==> src/rtl/alu_pkg.sv <==
// Shared opcode encodings and overflow helpers for the execute-stage ALU.
// The instruction decoder uses the same constants to drive ALUop.
package alu_pkg;

  localparam logic [4:0] ALU_ADD   = 5'd0;
  localparam logic [4:0] ALU_SUB   = 5'd1;
  localparam logic [4:0] ALU_AND   = 5'd2;
  localparam logic [4:0] ALU_OR    = 5'd3;
  localparam logic [4:0] ALU_XOR   = 5'd4;
  localparam logic [4:0] ALU_NOR   = 5'd5;
  localparam logic [4:0] ALU_SLL   = 5'd6;
  localparam logic [4:0] ALU_SRL   = 5'd7;
  localparam logic [4:0] ALU_SRA   = 5'd8;
  localparam logic [4:0] ALU_SLLV  = 5'd9;
  localparam logic [4:0] ALU_SRLV  = 5'd10;
  localparam logic [4:0] ALU_SRAV  = 5'd11;
  localparam logic [4:0] ALU_SLT   = 5'd12;
  localparam logic [4:0] ALU_SLTU  = 5'd13;
  localparam logic [4:0] ALU_LUI   = 5'd14;
  localparam logic [4:0] ALU_PASSB = 5'd15;
  localparam logic [4:0] ALU_CLZ   = 5'd16;

  // Signed overflow of a + b: operands agree in sign, sum does not.
  function automatic logic add_overflow(input logic [31:0] a,
                                        input logic [31:0] b,
                                        input logic [31:0] sum);
    return (a[31] == b[31]) && (sum[31] != a[31]);
  endfunction

  // Signed overflow of a - b: operands differ in sign, difference takes b's sign.
  function automatic logic sub_overflow(input logic [31:0] a,
                                        input logic [31:0] b,
                                        input logic [31:0] diff);
    return (a[31] != b[31]) && (diff[31] != a[31]);
  endfunction

  function automatic logic is_var_shift(input logic [4:0] op);
    return (op == ALU_SLLV) || (op == ALU_SRLV) || (op == ALU_SRAV);
  endfunction

endpackage

==> src/rtl/alu_clz.sv <==
// Combinational 32-bit leading-zero counter; result range 0..32.
// Binary search narrows the window by half at each level.
module alu_clz
  import alu_pkg::*;
(
  input  logic [31:0] i_a,
  output logic [5:0]  o_count
);

  logic        w_z4, w_z3, w_z2, w_z1, w_z0;
  logic [15:0] w_h;
  logic [7:0]  w_b;
  logic [3:0]  w_n;
  logic [1:0]  w_p;
  logic        w_all_zero;

  assign w_all_zero = (i_a == 32'd0);

  assign w_z4 = (i_a[31:16] == 16'd0);
  assign w_h  = w_z4 ? i_a[15:0] : i_a[31:16];
  assign w_z3 = (w_h[15:8] == 8'd0);
  assign w_b  = w_z3 ? w_h[7:0] : w_h[15:8];
  assign w_z2 = (w_b[7:4] == 4'd0);
  assign w_n  = w_z2 ? w_b[3:0] : w_b[7:4];
  assign w_z1 = (w_n[3:2] == 2'd0);
  assign w_p  = w_z1 ? w_n[1:0] : w_n[3:2];
  assign w_z0 = ~w_p[1];

  assign o_count = w_all_zero ? 6'd32 : {1'b0, w_z4, w_z3, w_z2, w_z1, w_z0};

endmodule

==> src/rtl/alu_e.sv <==
// Execute-stage ALU: one combinational case on ALUop feeding a result and
// signed-overflow register. Overflow is reported but the result still wraps.
module alu_e
  import alu_pkg::*;
(
  input  logic        clk,
  input  logic        reset,
  input  logic [31:0] SrcA,
  input  logic [31:0] SrcB,
  input  logic [4:0]  Shift,
  input  logic [4:0]  ALUop,
  output logic [31:0] ALUresult,
  output logic        Overflow
);

  logic [31:0] w_sum;
  logic [31:0] w_diff;
  logic [4:0]  w_amt;
  logic [31:0] w_sll;
  logic [31:0] w_srl;
  logic [31:0] w_sra;
  logic [5:0]  w_clz;
  logic [31:0] w_result;
  logic        w_overflow;
  logic [31:0] r_result;
  logic        r_overflow;

  assign w_sum  = SrcA + SrcB;
  assign w_diff = SrcA - SrcB;

  // Variable shifts take only the low five bits of A.
  assign w_amt = is_var_shift(ALUop) ? SrcA[4:0] : Shift;
  assign w_sll = SrcB << w_amt;
  assign w_srl = SrcB >> w_amt;
  assign w_sra = $unsigned($signed(SrcB) >>> w_amt);

  alu_clz u_clz (
    .i_a     (SrcA),
    .o_count (w_clz)
  );

  // Next-state result and overflow selected by operation code.
  always_comb begin
    w_result   = 32'd0;
    w_overflow = 1'b0;
    case (ALUop)
      ALU_ADD: begin
        w_result   = w_sum;
        w_overflow = add_overflow(SrcA, SrcB, w_sum);
      end
      ALU_SUB: begin
        w_result   = w_diff;
        w_overflow = sub_overflow(SrcA, SrcB, w_diff);
      end
      ALU_AND:   w_result = SrcA & SrcB;
      ALU_OR:    w_result = SrcA | SrcB;
      ALU_XOR:   w_result = SrcA ^ SrcB;
      ALU_NOR:   w_result = ~(SrcA | SrcB);
      ALU_SLL:   w_result = w_sll;
      ALU_SRL:   w_result = w_srl;
      ALU_SRA:   w_result = w_sra;
      ALU_SLLV:  w_result = w_sll;
      ALU_SRLV:  w_result = w_srl;
      ALU_SRAV:  w_result = w_sra;
      ALU_SLT:   w_result = {31'd0, ($signed(SrcA) < $signed(SrcB))};
      ALU_SLTU:  w_result = {31'd0, (SrcA < SrcB)};
      ALU_LUI:   w_result = {SrcB[15:0], 16'd0};
      ALU_PASSB: w_result = SrcB;
      ALU_CLZ:   w_result = {26'd0, w_clz};
      default: begin
        w_result   = 32'd0;
        w_overflow = 1'b0;
      end
    endcase
  end

  // Output register with synchronous reset.
  always_ff @(posedge clk) begin
    if (reset) begin
      r_result   <= 32'd0;
      r_overflow <= 1'b0;
    end else begin
      r_result   <= w_result;
      r_overflow <= w_overflow;
    end
  end

  assign ALUresult = r_result;
  assign Overflow  = r_overflow;

endmodule

==> config.mk <==
export PLATFORM = sky130hd
export DESIGN_NAME = alu_e
export DESIGN_NICKNAME = d
export VERILOG_FILES = /design/src/rtl/alu_pkg.sv /design/src/rtl/alu_clz.sv /design/src/rtl/alu_e.sv
export SDC_FILE = /design/constraint.sdc
export NUM_CORES = 1
export LEC_CHECK = 0
export CAP_MARGIN = 20
export CELL_PAD_IN_SITES_DETAIL_PLACEMENT = 1
export CELL_PAD_IN_SITES_GLOBAL_PLACEMENT = 2
export CORE_UTILIZATION = 31
export DETAILED_ROUTE_END_ITERATION = 12
export PLACE_DENSITY_LB_ADDON = 0.1
export SLEW_MARGIN = 20
export SYNTH_ARGS = -nofsm -noshare
export SYNTH_HDL_FRONTEND = slang
export SYNTH_SLANG_ARGS = --single-unit
==> constraint.sdc <==
create_clock -name clk -period 3.7 [get_ports clk]
set_input_delay 1.11 -clock clk [delete_from_list [all_inputs] [get_ports clk]]
set_output_delay 1.11 -clock clk [all_outputs]
set_load 0.1 [all_outputs]
After elaboration in Yosys (flattened, before gate mapping)

Index checks and enable logic that the tools add are counted.

Output and inout bits: 33
Logic and storage cells: 55
Bits in registers: 33
Bits of input ports: 76

Eq/ne operators: 20
Bitwise operators: 5
Shift operators: 3
$add $sub $neg: 2
Reductions and logical operators: 13
Mux-type cells: 8
$lt $le $gt $ge: 2

Operators with widths:

| kind                 | count |
|---|---|
| $pmux W32 S14        | 1 |
| $lt A32 B32 Y1       | 2 |
| $eq A5 B4 Y1 const B | 8 |
| $add A32 B32 Y32     | 1 |
| $and A32 B32 Y32     | 1 |
| $logic_not A32 Y1    | 1 |
| $not A32 Y32         | 1 |
| $or A32 B32 Y32      | 1 |
| $shl A32 B5 Y32      | 1 |
| $shr A32 B5 Y32      | 1 |
| $sshr A32 B5 Y32     | 1 |
| $sub A32 B32 Y32     | 1 |
| $xor A32 B32 Y32     | 1 |
| $eq A5 B3 Y1 const B | 4 |
| $logic_not A16 Y1    | 1 |
| $mux W16             | 1 |
| $eq A5 B2 Y1 const B | 2 |
| $logic_not A8 Y1     | 1 |
| $mux W8              | 1 |
| $mux W6              | 1 |
| $reduce_or A2 Y1     | 3 |
| $eq A5 B1 Y1 const B | 1 |
| $eq A5 B5 Y1 const B | 1 |
| $logic_not A5 Y1     | 1 |
| other kinds (11)     | 15 |

Longest topological paths before layout

Gate-level depths: netlist of the first run.

Word-level depth: 11
Mapped depth: 13
Depth with buffers taken out: 13

Modules after synthesis

A second synthesis of the first run with hierarchy kept.

Cell total of the unflattened synthesis: 1738
Area, all modules: 11745.0 um2

Modules (own cells, without submodules):

| module  | area an instance (um2) | instances | cells each | seq. area each (um2) |
|---|---|---|---|---|
| alu_e   | 11305.8                | 1         | 1674       | 660.6 |
| alu_clz | 439.2                  | 1         | 64         | 0.0 |

Least setup slack after synthesis of the first run

OpenSTA, ideal clock, no wires.

Kind: input to register
From: input port SrcB[9]
To: register r_result[28], in the netlist ALUresult[28]
Path slack: 54 ps
Data arrival time: 3565 ps
Required time: 3619 ps
Library setup time: 81 ps
Stages on the path: 13
Buffers on the path: 2
Cells stage by stage: clkbuf_1 > inv_1 > ha_1 > clkbuf_1 > a21oi_1 > o31ai_1 > a32oi_1 > and2_1 > a21oi_1 > o21ai_0 > o31ai_1 > nand3_1 > a41oi_1

Longest elaborated chain between the ends: 2
Elaborated cells between the ends (all ways): 6
Those cells by class: add/sub (2); shift (3); mux (1)

Ends and longest elaborated chain:

| element                                  | line        | source |
|---|---|---|
| from (decl)                              | alu_e.sv:9  | `input logic [31:0] SrcB,` |
| $sub A32 B32 Y32 (tied with other cells) | alu_e.sv:29 | `assign w_diff = SrcA - SrcB;` |
| $pmux W32 S14 *                          | alu_e.sv:46 | `case (ALUop)` |
| to (signal assigned)                     | alu_e.sv:83 | `r_result <= w_result;` |
| to (decl)                                | alu_e.sv:25 | `logic [31:0] r_result;` |

Mark *: on every way between the ends. The rest lies on a longest branch, timed or not.
A chain may end at the register's enable or synchronous reset.

Final worst setup path of the first run

From: input port ALUop[0]
To: register r_result[16], in the netlist ALUresult[16]

Longest elaborated chain between the ends: 6
Elaborated cells between the ends (all ways): 27
Those cells by class: eq/ne (16); shift (3); mux (2); reduce/logical (6)

Ends and longest elaborated chain:

| element                                  | line                       | source |
|---|---|---|
| from (decl)                              | alu_e.sv:11                | `input logic [4:0] ALUop,` |
| $eq A5 B4 Y1                             | alu_pkg.sv:38, alu_e.sv:46 |  |
| $logic_or A1 B1 Y1 (2 in series)         | alu_pkg.sv:38              | `return (op == ALU_SLLV) \|\| (op == ALU_SRLV) \|\| (op == ALU_SRAV);` |
| $mux W5                                  | alu_e.sv:32                | `assign w_amt = is_var_shift(ALUop) ? SrcA[4:0] : Shift;` |
| $sshr A32 B5 Y32 (tied with other cells) | alu_e.sv:35                | `assign w_sra = $unsigned($signed(SrcB) >>> w_amt);` |
| $pmux W32 S14 *                          | alu_e.sv:46                |  |

Marked as above.

==> results of run 1 <==
==> worst max-delay path, cell delays in order <==
cell           delay, ns
dlygate4sd2_1       0.29
or2_4               0.30
a21boi_4            0.18
buf_12              0.17
buf_4               0.14
nor3_2              0.06
a211oi_1            0.33
buf_4               0.20
a21oi_1             0.04
mux2_2              0.31
buf_4               0.16
a22o_1              0.21
a211oi_2            0.28
buf_4               0.16
a31oi_1             0.07
==> Yosys cell counts (10+ instances only) <==
master,count,area [um2]
a21oi_1,160,800.8
nand2_1,131,491.7
nor2_1,124,465.5
o21ai_0,112,560.5
inv_1,99,371.6
ha_1,96,1201
clkbuf_1,76,285.3
nor3_1,47,235.2
mux2i_1,42,420.4
nand3_1,41,205.2
a211oi_1,40,300.3
a31oi_1,40,250.2
mux4_2,35,788.3
o211ai_1,34,255.2
dfxtp_1,33,660.6
buf_2,32,160.2
a22oi_1,28,210.2
nor4_1,24,150.1
o22ai_1,23,143.9
a221oi_1,21,183.9
a21o_1,20,150.1
nand2b_1,20,125.1
a221o_1,17,170.2
o221ai_1,17,148.9
o21bai_1,16,120.1
xnor2_1,13,113.9
nand4_1,12,75.07
o31ai_1,12,90.09
and2_1,11,68.82
nor2b_1,11,68.82
and3_1,10,62.56
o2111ai_1,10,87.58
==> power by group through the flow <==
stage / registers (uW) / clock network [uW] / logic (uW)
after floorplan: 529 / 0 / 1120
after global placement: 394 / 0 / 2780
after detailed placement: 394 / 0 / 2820
after CTS: 386 / 489 / 2960
after global routing: 388 / 508 / 3370
final: 387 / 494 / 3290
==> final cells by class <==
class                   count  area, um2
diodes                      1      2.502
clock buffers               5      125.1
clock inverters             3      17.52
fillers                  4312      15650
inverters                  99      376.6
multi-input cells        1339      10870
flip-flops and latches     33      660.6
well taps                 455      569.3
repair buffers            820       6613
==> layer usage <==
layer | GRT usage [%] | vias to the layer above | share of wire, %
met3 | 9.840 | 373 | 11
met2 | 71.46 | 1348 | 43
met4 | 31.88 | 2 | 8.4
li1 | - | 7553 | -
met1 | 57.68 | 8903 | 38
met5 | 0 | - | 0.015
==> state kept, by name, summed over array words and instances (netlist names) <==
signal / flops
Overflow: 1
ALUresult: 32
==> worst max-delay path by stage <==
stage / from / slack [ns] / endpoint
after floorplan: SrcB[9] / 0.05 / ALUresult[28]
after global placement: SrcB[0] / -1.24 / ALUresult[28]
after detailed placement: SrcB[0] / -1.29 / ALUresult[28]
after CTS: SrcA[1] / 0.001 / ALUresult[12]
after global routing: ALUop[0] / -0.15 / ALUresult[16]
final: ALUop[0] / -0.13 / ALUresult[16]
==> through the flow <==
stage / TNS, ns / util (%) / cells
after floorplan: 0 / - / 1598
after global placement: -28.27 / 49.72 / 2710
after detailed placement: -29.11 / 49.72 / 2710
after CTS: 0 / 52.35 / 2729
after global routing: -1.205 / 55.14 / 2754
final: -0.4594 / 55.14 / 2755
==> cells by family after synthesis <==
logic type      share of synthesized area, %
compound gates                         40.67
simple gates                           20.96
buf+inv                                8.462
fa+ha+maj                              11.21
mux                                    11.55
flops                                  5.965
xor+xnor                               1.186
==> repair_timing <==
action / in CTS / in global routing
setup endpoints to repair: 33 / 31
resized for setup: 219 / 193
pin swaps: 35 / 63
gates cloned: 1 / 0
setup buffers: 10 / 30
==> impl_metrics.json, run 1 <==
{
  "placed_area_um2": 17350,
  "power_switching_uw": 2145,
  "ys_seq_elements": 33,
  "holdPathStages": 5,
  "clock_sinks": 33,
  "ant_nets": 0,
  "fin_crit_ns": 3.829,
  "synthCells": 1598,
  "grt-ovfl-total": 0,
  "drtIter0Drc": 2043,
  "run_status": "complete, but fails checks",
  "synth_area_um2": 11070,
  "slew_violations": 0,
  "gp_congestion": 1.082,
  "worstSetupPathType": "input pin to flop",
  "cp.arrival_ns": 4.00,
  "grt_pass1_wl_um": 122900,
  "rsz0062_at_grt": "true",
  "syn-num-nets": 1772,
  "wl_per_cell_um": 31.89,
  "clock_path_buffers": 2,
  "hold_ws_ns": 1.464,
  "drive_gt1_share_pct": 46.50,
  "drc_errors": 0,
  "post-place-ws_ns": -1.295,
  "routed_via_density": 6.599,
  "grt_pass1_vias": 18060,
  "fin_crit_sh_pct": 103.5,
  "io_buffers": 108,
  "path_max_fanout": 17,
  "cap_violations": 0,
  "coreArea_um2": 34880,
  "die_x_um": 191.0,
  "ys_seq_area_share_pct": 5.965,
  "worstSetupEndpointType": "flop",
  "drtPass1Iterations": 7,
  "ctsHoldBuffers": 0,
  "p_leak_uw": 0.008447,
  "power.share.combinational_pct": 78.8,
  "setup_ws_ns": -0.1285,
  "hold_class": "input pin to flop",
  "max_slew_margin_pct": 62.82,
  "p_seq_share_pct": 9.3,
  "clock_power_share_pct": 11.9,
  "vias": 18180,
  "row_count": 68,
  "netSwitchingFraction_pct": 51.48,
  "wl_um": 87850,
  "syn_to_final_growth_pct": 73.70,
  "fmax_mhz": 261.2,
  "start_util_pct": 31.75,
  "antenna_found_initial": 3,
  "yosysUniqueCellTypes": 93,
  "violations": "setup timing",
  "grt_max_degree": 27,
  "min_to": "ALUresult[21]",
  "root_buffer": "clkbuf_16",
  "final_common_cell": "buf_4",
  "ctsHtreeMaxLevel": 2,
  "worst_setup_path_start_kind": "input pin",
  "power_density_nw_per_um2": 216.6,
  "timing_hold_violations_final": 0,
  "power.internal_uw": 2022,
  "path_clk_slew_ns": 0.06,
  "min-delay-start": "ALUop[4]",
  "required_ns": 3.87,
  "layout_common_cells": "710 x buf_4, 135 x a21oi_1, 128 x nand2_1",
  "synthFlopType": "dfxtp_1",
  "setup_viol": 12,
  "cts_tree": "done",
  "grtUsageTotal_pct": 46.44,
  "hpwl_um": 70510,
  "ir_drop_v": 0.0001809,
  "fin_nets": 2472,
  "worst_slew_pin_slew_ns": 0.5518,
  "total_power_uw": 4167,
  "yosysWarningCount": 0,
  "io_pins": 109,
  "syn_area_per_cell_um2": 6.930,
  "synth-async-reset-ratio_pct": 0,
  "die_area_um2": 36480,
  "numCtsBuffers": 5,
  "die_h_um": 191.0,
  "synth_edf_count": 0,
  "final_area_um2": 19240
}
(Power assumes the default switching activity.)
==> run 2, diff against run 1 <==
- ABC_AREA: unset -> 1
- CORE_UTILIZATION: 31 -> 27
==> impl_metrics.json, run 2 <==
{
  "routed_via_density": 5.491,
  "path_clk_slew_ns": 0.07,
  "clock_sinks": 33,
  "start_util_pct": 27.49,
  "yosys.area.top_type": "nand2_1",
  "worst_setup_path_start_kind": "input pin",
  "grtUsageTotal_pct": 40.53,
  "wl_um": 85690,
  "coreArea_um2": 39820,
  "path_max_fanout": 7,
  "grt_pass1_wl_um": 123300,
  "io_pins": 109,
  "cp.arrival_ns": 3.89,
  "layout_common_cells": "725 x buf_4, 533 x nand2_1, 236 x inv_1",
  "die_x_um": 203.4,
  "worst_slew_pin_slew_ns": 0.7213,
  "ant_nets": 0,
  "vias": 18470,
  "fin_crit_sh_pct": 99.67,
  "final_common_cell": "buf_4",
  "fillers": 5468,
  "clock_path_buffers": 2,
  "setup_tns_ns": 0,
  "setup_viol": 0,
  "synthMostInstantiatedCell": "nand2_1",
  "ctsHoldBuffers": 0,
  "yosysWarningCount": 0,
  "worstSetupPathType": "input pin to flop",
  "fin_nets": 3010,
  "synthCells": 2094,
  "hpwl_um": 72500,
  "yosys-top-cells-count": "570 x nand2_1, 256 x inv_1, 250 x nand3_1",
  "netlist.area_leader.share_pct": 19.54,
  "cts_tree": "done",
  "ys_seq_elements": 33,
  "synth.area.top_cells": "nand2_1 20%, nand3_1 11%, ha_1 11%",
  "fmax_mhz": 271.2,
  "ir_drop_v": 0.0002680,
  "timing_hold_violations_final": 0,
  "synth_area_um2": 10950,
  "syn-num-nets": 2268,
  "worstSetupEndpointType": "flop",
  "root_buffer": "clkbuf_16",
  "slew_violations": 0,
  "synth_edf_count": 0,
  "max_slew_margin_pct": 50.67,
  "grt_max_degree": 31,
  "hold_class": "input pin to flop",
  "rsz0062_at_grt": "true",
  "hold_ws_ns": 1.631,
  "p_leak_uw": 0.009964,
  "required_ns": 3.90,
  "synth-async-reset-ratio_pct": 0,
  "drtPass1Iterations": 5,
  "drive_gt1_share_pct": 36.20,
  "grt-ovfl-total": 0,
  "fin_crit_ns": 3.688,
  "io_buffers": 108,
  "syn_area_per_cell_um2": 5.228,
  "die_h_um": 203.4,
  "largest_reg_flops": 32,
  "run_status": "completed",
  "row_count": 73,
  "ctsHtreeMaxLevel": 2,
  "holdPathStages": 3,
  "antenna_found_initial": 5,
  "die_area_um2": 41360,
  "power_density_nw_per_um2": 212.5,
  "wl_per_cell_um": 25.48,
  "synthFlopType": "dfxtp_1",
  "yosysUniqueCellTypes": 56,
  "cap_violations": 0,
  "drc_errors": 0,
  "drtIter0Drc": 1688,
  "gp_congestion": 1.029,
  "syn_to_final_growth_pct": 76.93,
  "numCtsBuffers": 5,
  "grt_pass1_vias": 18860,
  "ys_seq_area_share_pct": 6.034
}
==> run 2: cell types whose count changed in the layout (fill, tap and decap cells not counted), moves of 22 or more <==
| cell | previous run | this run |
|---|---|---|
| inv_1 | 68 | 236 |
| mux2i_1 | 34 | 4 |
| nand3_1 | 35 | 219 |
| nor2_1 | 113 | 149 |
| nand2_2 | 5 | 35 |
| a31oi_1 | 29 | 7 |
| a21oi_1 | 135 | 108 |
| nand2_1 | 128 | 533 |
| o21ai_1 | 22 | 60 |
| mux4_2 | 35 | 0 |
| a211oi_1 | 31 | 4 |
| nor3_1 | 40 | 13 |
| o21ai_0 | 82 | 137 |
| a22oi_1 | 27 | 0 |
==> run 2: what timing repair did <==
| item | 4_1_cts | 5_1_grt |
|---|---|---|
| resized for setup | 133 | 228 |
| setup buffers | 18 | 18 |
| endpoints found under the setup margin | 32 | 33 |
| cloned | 0 | 0 |
| pin swaps | 26 | 50 |
==> run 2: through the flow <==
step	utilization, %	std cells	area, um2	setup slack, ns	total power, uW
floorplan	-	2094	10950	0.5182	1637
global placement	44.27	3318	17630	-1.353	3185
detailed placement	44.28	3318	17640	-0.9116	3232
CTS	46.12	3344	18370	-0.2227	3873
global route	48.63	3362	19370	-0.09877	4304
finish	48.64	3363	19370	0.01232	4117
==> run 2: logic make-up after synthesis <==
family | Yosys count | synth area share, %
AND/OR/NAND/NOR | 1096 | 42.78
AO/OA/AOI/OAI | 491 | 25.66
buffers and inverters | 366 | 13.34
adder cells (fa/ha/maj) | 98 | 11.34
flip-flops | 33 | 6.034
XOR/XNOR | 5 | 0.4000
multiplexers | 5 | 0.4572
==> run 2: worst paths after layout <==
| path | startpoint | endpoint | slack [ns] |
|---|---|---|---|
| max | SrcA[10] | ALUresult[17] | 0.01 |
| min | reset | ALUresult[16] | 1.63 |
==> run 2: layout make-up <==
class                   instances  area [um2]  area share (%)
inverters                     263       989.7           5.109
diodes                          1       2.502         0.01292
clock buffers                   5       125.1          0.6460
well taps                     525       656.9           3.391
flip-flops and latches         33       660.6           3.411
repair buffers                838        6894           35.59
clock inverters                 3       46.29          0.2390
multi-input cells            1695        9995           51.60
==> run 2: metal layers <==
metal | part of all wire, % | track usage [%] | wire length, um
met1 | 42 | 52.85 | 36280
met2 | 43 | 63.64 | 37090
met3 | 7.9 | 6.663 | 6766
met4 | 6.4 | 21.54 | 5515
met5 | 0.047 | 0 | 40
==> run 2: report_power, final <==
group	internal (uW)	leakage, uW	switching (uW)
combinational	1310	0.00961	1890
clock	320	0.0000800	204
sequential	380	0.000269	15.3
==> run 2: critical path, cell delays in order <==
cell	delay [ns]
clkdlybuf4s50_1	0.49
inv_1	0.10
ha_4	0.29
buf_6	0.14
nand2_2	0.10
nor2_2	0.14
buf_4	0.17
nand3_2	0.13
nand2_2	0.15
a21boi_2	0.09
or2_2	0.29
nand3_2	0.10
nand3_1	0.10
inv_1	0.06
nand4_1	0.23
nand2_1	0.14
inv_1	0.06
==> run 3, diff against run 2 <==
- CTS_CLUSTER_DIAMETER: unset -> 40
==> results of run 3 <==
Final layout, timing and power as in run 2 (identical DEF).
